--- src/rtl/zigzag_encoder.sv ---
// zigzag_encoder: captures 8x8 blocks of signed 12-bit coefficients (eight
// 96-bit raster rows) into a ping-pong pair of banks and scans the full bank
// in JPEG zigzag order, emitting (value, run-of-zeros) tokens.
//
// Ports:
//   clk_in     clock, rising edge
//   rst_n_in   asynchronous active-low reset
//   column_in  one raster row, lane k = raster index 8*beat + k
//   valid_in   column_in valid
//   ready_out  write bank has room (registered)
//   value_out  token coefficient (two's complement)
//   run_out    zeros skipped in scan order before value_out
//   valid_out  token presented
//   ready_in   downstream accepts token
module zigzag_encoder (
    input  logic        clk_in,
    input  logic        rst_n_in,
    input  logic [95:0] column_in,
    input  logic        valid_in,
    output logic        ready_out,
    output logic [11:0] value_out,
    output logic [5:0]  run_out,
    output logic        valid_out,
    input  logic        ready_in
);

    localparam int unsigned CW    = 12;
    localparam int unsigned LANES = 8;
    localparam int unsigned NPOS  = 64;
    localparam int unsigned PW    = 6;
    localparam int unsigned BW    = 3;

    localparam logic [0:0] S_IDLE = 1'b0;
    localparam logic [0:0] S_SCAN = 1'b1;

    // Zigzag position -> raster index
    localparam logic [PW-1:0] ZZ_LUT [NPOS] = '{
        6'd0,  6'd1,  6'd8,  6'd16, 6'd9,  6'd2,  6'd3,  6'd10,
        6'd17, 6'd24, 6'd32, 6'd25, 6'd18, 6'd11, 6'd4,  6'd5,
        6'd12, 6'd19, 6'd26, 6'd33, 6'd40, 6'd48, 6'd41, 6'd34,
        6'd27, 6'd20, 6'd13, 6'd6,  6'd7,  6'd14, 6'd21, 6'd28,
        6'd35, 6'd42, 6'd49, 6'd56, 6'd57, 6'd50, 6'd43, 6'd36,
        6'd29, 6'd22, 6'd15, 6'd23, 6'd30, 6'd37, 6'd44, 6'd51,
        6'd58, 6'd59, 6'd52, 6'd45, 6'd38, 6'd31, 6'd39, 6'd46,
        6'd53, 6'd60, 6'd61, 6'd54, 6'd47, 6'd55, 6'd62, 6'd63
    };

    logic [CW-1:0] mem_q [2][NPOS];

    logic [0:0]    state_q,  state_d;
    logic [PW-1:0] p_q,      p_d;
    logic [PW-1:0] z_q,      z_d;
    logic [1:0]    full_q,   full_d;
    logic          wr_ptr_q, wr_ptr_d;
    logic          rd_ptr_q, rd_ptr_d;
    logic [BW-1:0] beat_q,   beat_d;
    logic          ready_q,  ready_d;
    logic [CW-1:0] value_q,  value_d;
    logic [PW-1:0] run_q,    run_d;
    logic          valid_q,  valid_d;

    logic          accept_c;
    logic          step_c;
    logic          last_pos_c;
    logic [CW-1:0] coef_c;

    assign accept_c   = valid_in && ready_q;
    // A full scan bank means scanning is (or may start) this cycle; p_q is 0 in IDLE
    assign step_c     = ((state_q == S_SCAN) || full_q[rd_ptr_q]) && (!valid_q || ready_in);
    assign last_pos_c = (p_q == PW'(NPOS - 1));
    assign coef_c     = mem_q[rd_ptr_q][ZZ_LUT[p_q]];

    // Coefficient banks: a whole row is written per accepted beat
    always_ff @(posedge clk_in) begin
        if (accept_c) begin
            for (int k = 0; k < int'(LANES); k++) begin
                mem_q[wr_ptr_q][{beat_q, BW'(k)}] <= column_in[CW*k +: CW];
            end
        end
    end

    // Next-state: capture bookkeeping, scan FSM and token outputs
    always_comb begin
        state_d  = state_q;
        p_d      = p_q;
        z_d      = z_q;
        full_d   = full_q;
        wr_ptr_d = wr_ptr_q;
        rd_ptr_d = rd_ptr_q;
        beat_d   = beat_q;
        value_d  = value_q;
        run_d    = run_q;
        valid_d  = valid_q;

        if (accept_c) begin
            beat_d = beat_q + BW'(1);
            if (beat_q == BW'(LANES - 1)) begin
                full_d[wr_ptr_q] = 1'b1;
                wr_ptr_d         = !wr_ptr_q;
            end
        end

        if (valid_q && ready_in) begin
            valid_d = 1'b0;
        end

        if (step_c) begin
            if ((coef_c != '0) || last_pos_c) begin
                value_d = coef_c;
                run_d   = z_q;
                valid_d = 1'b1;
                z_d     = '0;
            end else begin
                z_d = z_q + PW'(1);
            end

            if (last_pos_c) begin
                full_d[rd_ptr_q] = 1'b0;
                rd_ptr_d         = !rd_ptr_q;
                p_d              = '0;
                z_d              = '0;
                // Other bank already full: continue straight into it
                state_d          = full_q[!rd_ptr_q] ? S_SCAN : S_IDLE;
            end else begin
                p_d     = p_q + PW'(1);
                state_d = S_SCAN;
            end
        end

        ready_d = !full_d[wr_ptr_d];
    end

    // State registers
    always_ff @(posedge clk_in or negedge rst_n_in) begin
        if (!rst_n_in) begin
            state_q  <= S_IDLE;
            p_q      <= '0;
            z_q      <= '0;
            full_q   <= '0;
            wr_ptr_q <= 1'b0;
            rd_ptr_q <= 1'b0;
            beat_q   <= '0;
            ready_q  <= 1'b1;
            value_q  <= '0;
            run_q    <= '0;
            valid_q  <= 1'b0;
        end else begin
            state_q  <= state_d;
            p_q      <= p_d;
            z_q      <= z_d;
            full_q   <= full_d;
            wr_ptr_q <= wr_ptr_d;
            rd_ptr_q <= rd_ptr_d;
            beat_q   <= beat_d;
            ready_q  <= ready_d;
            value_q  <= value_d;
            run_q    <= run_d;
            valid_q  <= valid_d;
        end
    end

    assign ready_out = ready_q;
    assign value_out = value_q;
    assign run_out   = run_q;
    assign valid_out = valid_q;

endmodule

--- config.mk ---
export PLATFORM = sky130hd
export DESIGN_NAME = zigzag_encoder
export DESIGN_NICKNAME = d
export VERILOG_FILES = /design/src/rtl/zigzag_encoder.sv
export SDC_FILE = /design/constraint.sdc
export NUM_CORES = 2
export LEC_CHECK = 0
export BUFFER_PORTS_ARGS = -buffer_cell sky130_fd_sc_hd__buf_2
export CORE_UTILIZATION = 55
export CTS_CLUSTER_DIAMETER = 60
export DETAILED_ROUTE_END_ITERATION = 12
export PLACE_DENSITY_LB_ADDON = 0.25
export REMOVE_ABC_BUFFERS = 1
export SETUP_SLACK_MARGIN = 0.4
export SKIP_CTS_REPAIR_TIMING = 1
export SLEW_MARGIN = 20
export SYNTH_ARGS = -nofsm -noshare
export SYNTH_HDL_FRONTEND = slang
export SYNTH_SLANG_ARGS = --single-unit
--- constraint.sdc ---
create_clock -name clk_in -period 10.5 [get_ports clk_in]
set_input_delay 2.1 -clock clk_in [delete_from_list [all_inputs] [get_ports clk_in]]
set_output_delay 2.1 -clock clk_in [all_outputs]
set_load 0.02 [all_outputs]
==> results by group <==
Placement
  – Placement-stage cell area: 69500 sq um
  – Global placer's final weighted congestion: slightly below 0.9
  – Number of buffer cells added on primary ports: 119
  – Detail Placement HPWL: around 99 mm

Flow run
  – Number of max-cap violations: 0

Synthesis
  – Dominant synthesized flop cell: sky130_fd_sc_hd__edfxtp_1
  – Share of the yosys chip area belonging to registers: 69.5%
  – Netlist Area Pre-Place: 67800 sq um
  – Unique masters post-synth: 86
  – Post-synthesis register bit count: between 1500 and 2000
  – Gate count of the mapped netlist: 3947
  – Warnings from Yosys: 0
  – Number of enable flip-flop cells after synthesis: 1536
  – Post-synth ARST share: 2.54%
  – Syn Area/Cell: 17.2 sq um

Finish
  – Commonest non-fill, non-tap cells in the layout: sky130_fd_sc_hd__edfxtp_1 (1536), sky130_fd_sc_hd__a21o_1 (674), sky130_fd_sc_hd__mux4_2 (325)
  – Number of antenna repair diodes: 0
  – Relative area change from synthesis to final layout: 9.93%
  – NumNets Final: 4007
  – Fill cell total of the finished layout: 8892
  – Post-route cell area: 74600 sq um
  – Most frequent standard cell in the layout excluding fill and tap cells: sky130_fd_sc_hd__edfxtp_1
  – Share of layout cells above drive strength 1: about a fifth

Critical path
  – Crit-path most repeated cell: sky130_fd_sc_hd__buf_4
  – Largest driver fanout on the critical path: 34
  – Worst-path cell with the longest stage delay: sky130_fd_sc_hd__dfrtp_1
  – Startpoint-to-endpoint class of the critical path: reg2reg
  – Worst flop-to-flop path startpoint: p_q[2]$_DFFE_PN0P_
  – Critical path startpoint category: register
  – Required time reported for the critical path endpoint: 11.17 ns
  – Critical Path AT: 7.38 ns
  – Worst Reg2Reg Path Length in Cells: 17
  – Setup slack of the most critical reg-to-reg path: roughly 3.8 ns
  – Critical path, cell by cell: inv_1, ha_1, or3_1, a31o_2, o22ai_1, nor2_2, buf_4, nor3_4, buf_4, a22oi_1, a41oi_1, a221oi_2, nand2_1, nor4_2, and2b_2, a21oi_4, mux2_2
  – Critical path's largest stage delay: 1.05 ns
  – Critical register-to-register path endpoint: run_out[3]$_DFFE_PN0P_
  – Kind of end point of the critical path: register

Floorplanning
  – Effective utilization at floorplan: 55.6%
  – Count of pins on the block boundary: 120
  – CORE AREA: 122000 sq um
  – Floorplan row count: 128
  – Die area: ~120000 sq um
  – Die width: ~350 um
  – Height of the chip: 353 um

Detailed routing
  – Antenna-violating nets left: 0
  – Overall via count from detail_route: 37500
  – Router iterations before antenna repair: 6
  – Routed Wire Length: 169 mm
  – Drt initial violations: 4797
  – Residual DRC: 0
  – Average detailed-routed wire length per instance: 29.9 um
  – Vias per Instance: 6.64

STA
  – Number of failing setup endpoints in the final timing report: 0
  – Worst slew margin: 22.8%
  – Slew at the pin closest to its max-slew limit: between 1 and 1.5 ns
  – Final-report max-slew violation count: 0
  – Hold Fails Final Rpt: 0
  – Fin crit share: 63.9%
  – Post-layout min period: 6.71 ns
  – Setup_tns: 0 ns
  – Worst clock skew: 0.0342 ns
  – Maximum clock rate: 149 MHz
  – Setup repair after global routing missed its margin: no

Global routing
  – Met3 Use GR: around 6.2%
  – Total congestion overflow after global routing: 0
  – Layer carrying the most global-route usage: met2
  – Total track usage: a little over a quarter
  – Antenna violations before repair: 2
  – Global Route met2 Usage: 42.8%
  – Vias in the first global route: roughly 38000
  – M1 GR Usage: 38.9%
  – Global-route wire length before repair: about 250 mm
  – Maximum number of pins on one net before global-route repair: 130

Min path
  – Hold Path Depth: 2
  – Hold path startpoint: beat_q[0]$_DFFE_PN0P_
  – Endpoint of the worst hold path: beat_q[0]$_DFFE_PN0P_
  – Class of the most critical hold timing path: reg2reg

Clocking
  – CTS Buffer Depth: 3
  – H-tree levels: 4
  – Total CTS buffers: between 150 and 200
  – Clock latency at the later pin of the worst-skew pair: 0.80 ns
  – Sinks on the clock net: 1576
  – TritonCTS clock tree: done
  – Clock tree root buffer cell: sky130_fd_sc_hd__clkbuf_16
  – Clock-pin slew on the worst setup and hold paths: 0.06 ns

Power
  – Static leakage: 27.5 nW
  – Max rail drop VDD: roughly 0.56 mV
  – Power per cell area: ~290 nW/um^2

Status
  – Outcome: finished, final reports clean
## power by group
| group | internal (mW) | switching [mW] | leakage (nW) | total, mW |
|---|---|---|---|---|
| sequential | 7.74 | 0.239 | 14.4 | 7.98 |
| clock | 3.12 | 2.40 | 2.47 | 5.52 |
| combinational | 2.98 | 5.30 | 10.6 | 8.28 |
## sequential cells by signal, indices dropped and copies added, names as in the netlist
| signal | cells |
|---|---|
| mem_q | 1536 |
| ready_out | 1 |
| wr_ptr_q | 1 |
| p_q | 6 |
| value_out | 12 |
| beat_q | 3 |
| state_q | 1 |
| valid_out | 1 |
| run_out | 6 |
| z_q | 6 |
| rd_ptr_q | 1 |
| full_q | 2 |
## through the flow
step	total power, mW	std cells	worst slack, ns	util [%]	hold slack [ns]
final	21.8	5647	3.79	61.1	0.548
after global routing	22.6	5647	3.60	61.1	0.557
after CTS	21.8	5646	3.94	61.1	0.548
after detailed placement	16.3	5349	3.97	56.9	0.531
after global placement	16.2	5349	4.08	56.9	0.510
after floorplan	14.3	3528	-7.88	-	0.488
## cells by family (layout without fill, tap and decap cells)
group / Yosys count / in the layout / synth area share [%]
AND/OR/NAND/NOR: 440 / 440 / 3.31
flip-flops: 1576 / 1576 / 69.5
multiplexers: 468 / 468 / 13.0
AO/OA/AOI/OAI: 1005 / 1005 / 11.0
buffers and inverters: 437 / 512 / 2.84
adder cells (fa/ha/maj): 18 / 18 / 0.332
XOR/XNOR: 3 / 3 / 0.0387
## cells in the mapped netlist, types with 11 or more instances
cell                          n  area share, %
sky130_fd_sc_hd__a21o_1     674            7.5
sky130_fd_sc_hd__a21oi_1     56           0.41
sky130_fd_sc_hd__a221oi_1    17           0.22
sky130_fd_sc_hd__a22oi_1    111            1.2
sky130_fd_sc_hd__and2_1      13           0.12
sky130_fd_sc_hd__buf_1      141           0.78
sky130_fd_sc_hd__buf_2       67           0.49
sky130_fd_sc_hd__buf_4       16           0.18
sky130_fd_sc_hd__buf_6       19           0.32
sky130_fd_sc_hd__clkbuf_1   176           0.97
sky130_fd_sc_hd__dfrtp_1     39            1.4
sky130_fd_sc_hd__edfxtp_1  1536             68
sky130_fd_sc_hd__ha_1        18           0.33
sky130_fd_sc_hd__inv_1       18           0.10
sky130_fd_sc_hd__mux2_2      24           0.40
sky130_fd_sc_hd__mux2i_1    111            1.6
sky130_fd_sc_hd__mux4_2     325             11
sky130_fd_sc_hd__nand2_1    149           0.82
sky130_fd_sc_hd__nand2b_1    11           0.10
sky130_fd_sc_hd__nand3_1     29           0.21
sky130_fd_sc_hd__nand4_1     25           0.23
sky130_fd_sc_hd__nor2_1      53           0.29
sky130_fd_sc_hd__nor2b_1     99           0.91
sky130_fd_sc_hd__nor3_1      28           0.21
sky130_fd_sc_hd__o21ai_0     29           0.21
sky130_fd_sc_hd__o22ai_1     28           0.26
## critical path, delay by kind of cell (launching register included)
kind / cells / cell delay [ns]
compound gates: 6 / 1.60
mux: 1 / 0.41
flops: 1 / 1.05
simple gates: 6 / 1.92
fa+ha+maj: 1 / 0.32
buf+inv: 3 / 1.21
## final cells by class
type / count / area, sq um / share of cell area, %
repair buffers: 197 / 1310 / 1.75
clock inverters: 94 / 733 / 0.983
flip-flops and latches: 1576 / 47100 / 63.2
inverters: 18 / 67.6 / 0.0906
multi-input cells: 1934 / 19000 / 25.4
clock buffers: 203 / 4320 / 5.80
well taps: 1625 / 2030 / 2.73
## worst max path at each step
stage | startpoint | to | slack (ns) | cells past startpoint
after floorplan | rd_ptr_q$_DFFE_PN0P_ | run_out[0]$_DFFE_PN0P_ | -7.88 | 9
after global placement | p_q[2]$_DFFE_PN0P_ | run_out[0]$_DFFE_PN0P_ | 4.08 | 17
after detailed placement | p_q[2]$_DFFE_PN0P_ | run_out[3]$_DFFE_PN0P_ | 3.97 | 17
after CTS | p_q[2]$_DFFE_PN0P_ | run_out[3]$_DFFE_PN0P_ | 3.94 | 17
after global routing | p_q[2]$_DFFE_PN0P_ | value_out[0]$_DFFE_PN0P_ | 3.60 | 17
final | p_q[2]$_DFFE_PN0P_ | run_out[3]$_DFFE_PN0P_ | 3.79 | 17
## metal layers
metal,up-vias,share of wire [%]
met5,-,0
met3,260,10
li1,15700,-
met1,19500,40
met4,0,2.7
met2,1956,47
(Power assumes the default switching activity.)
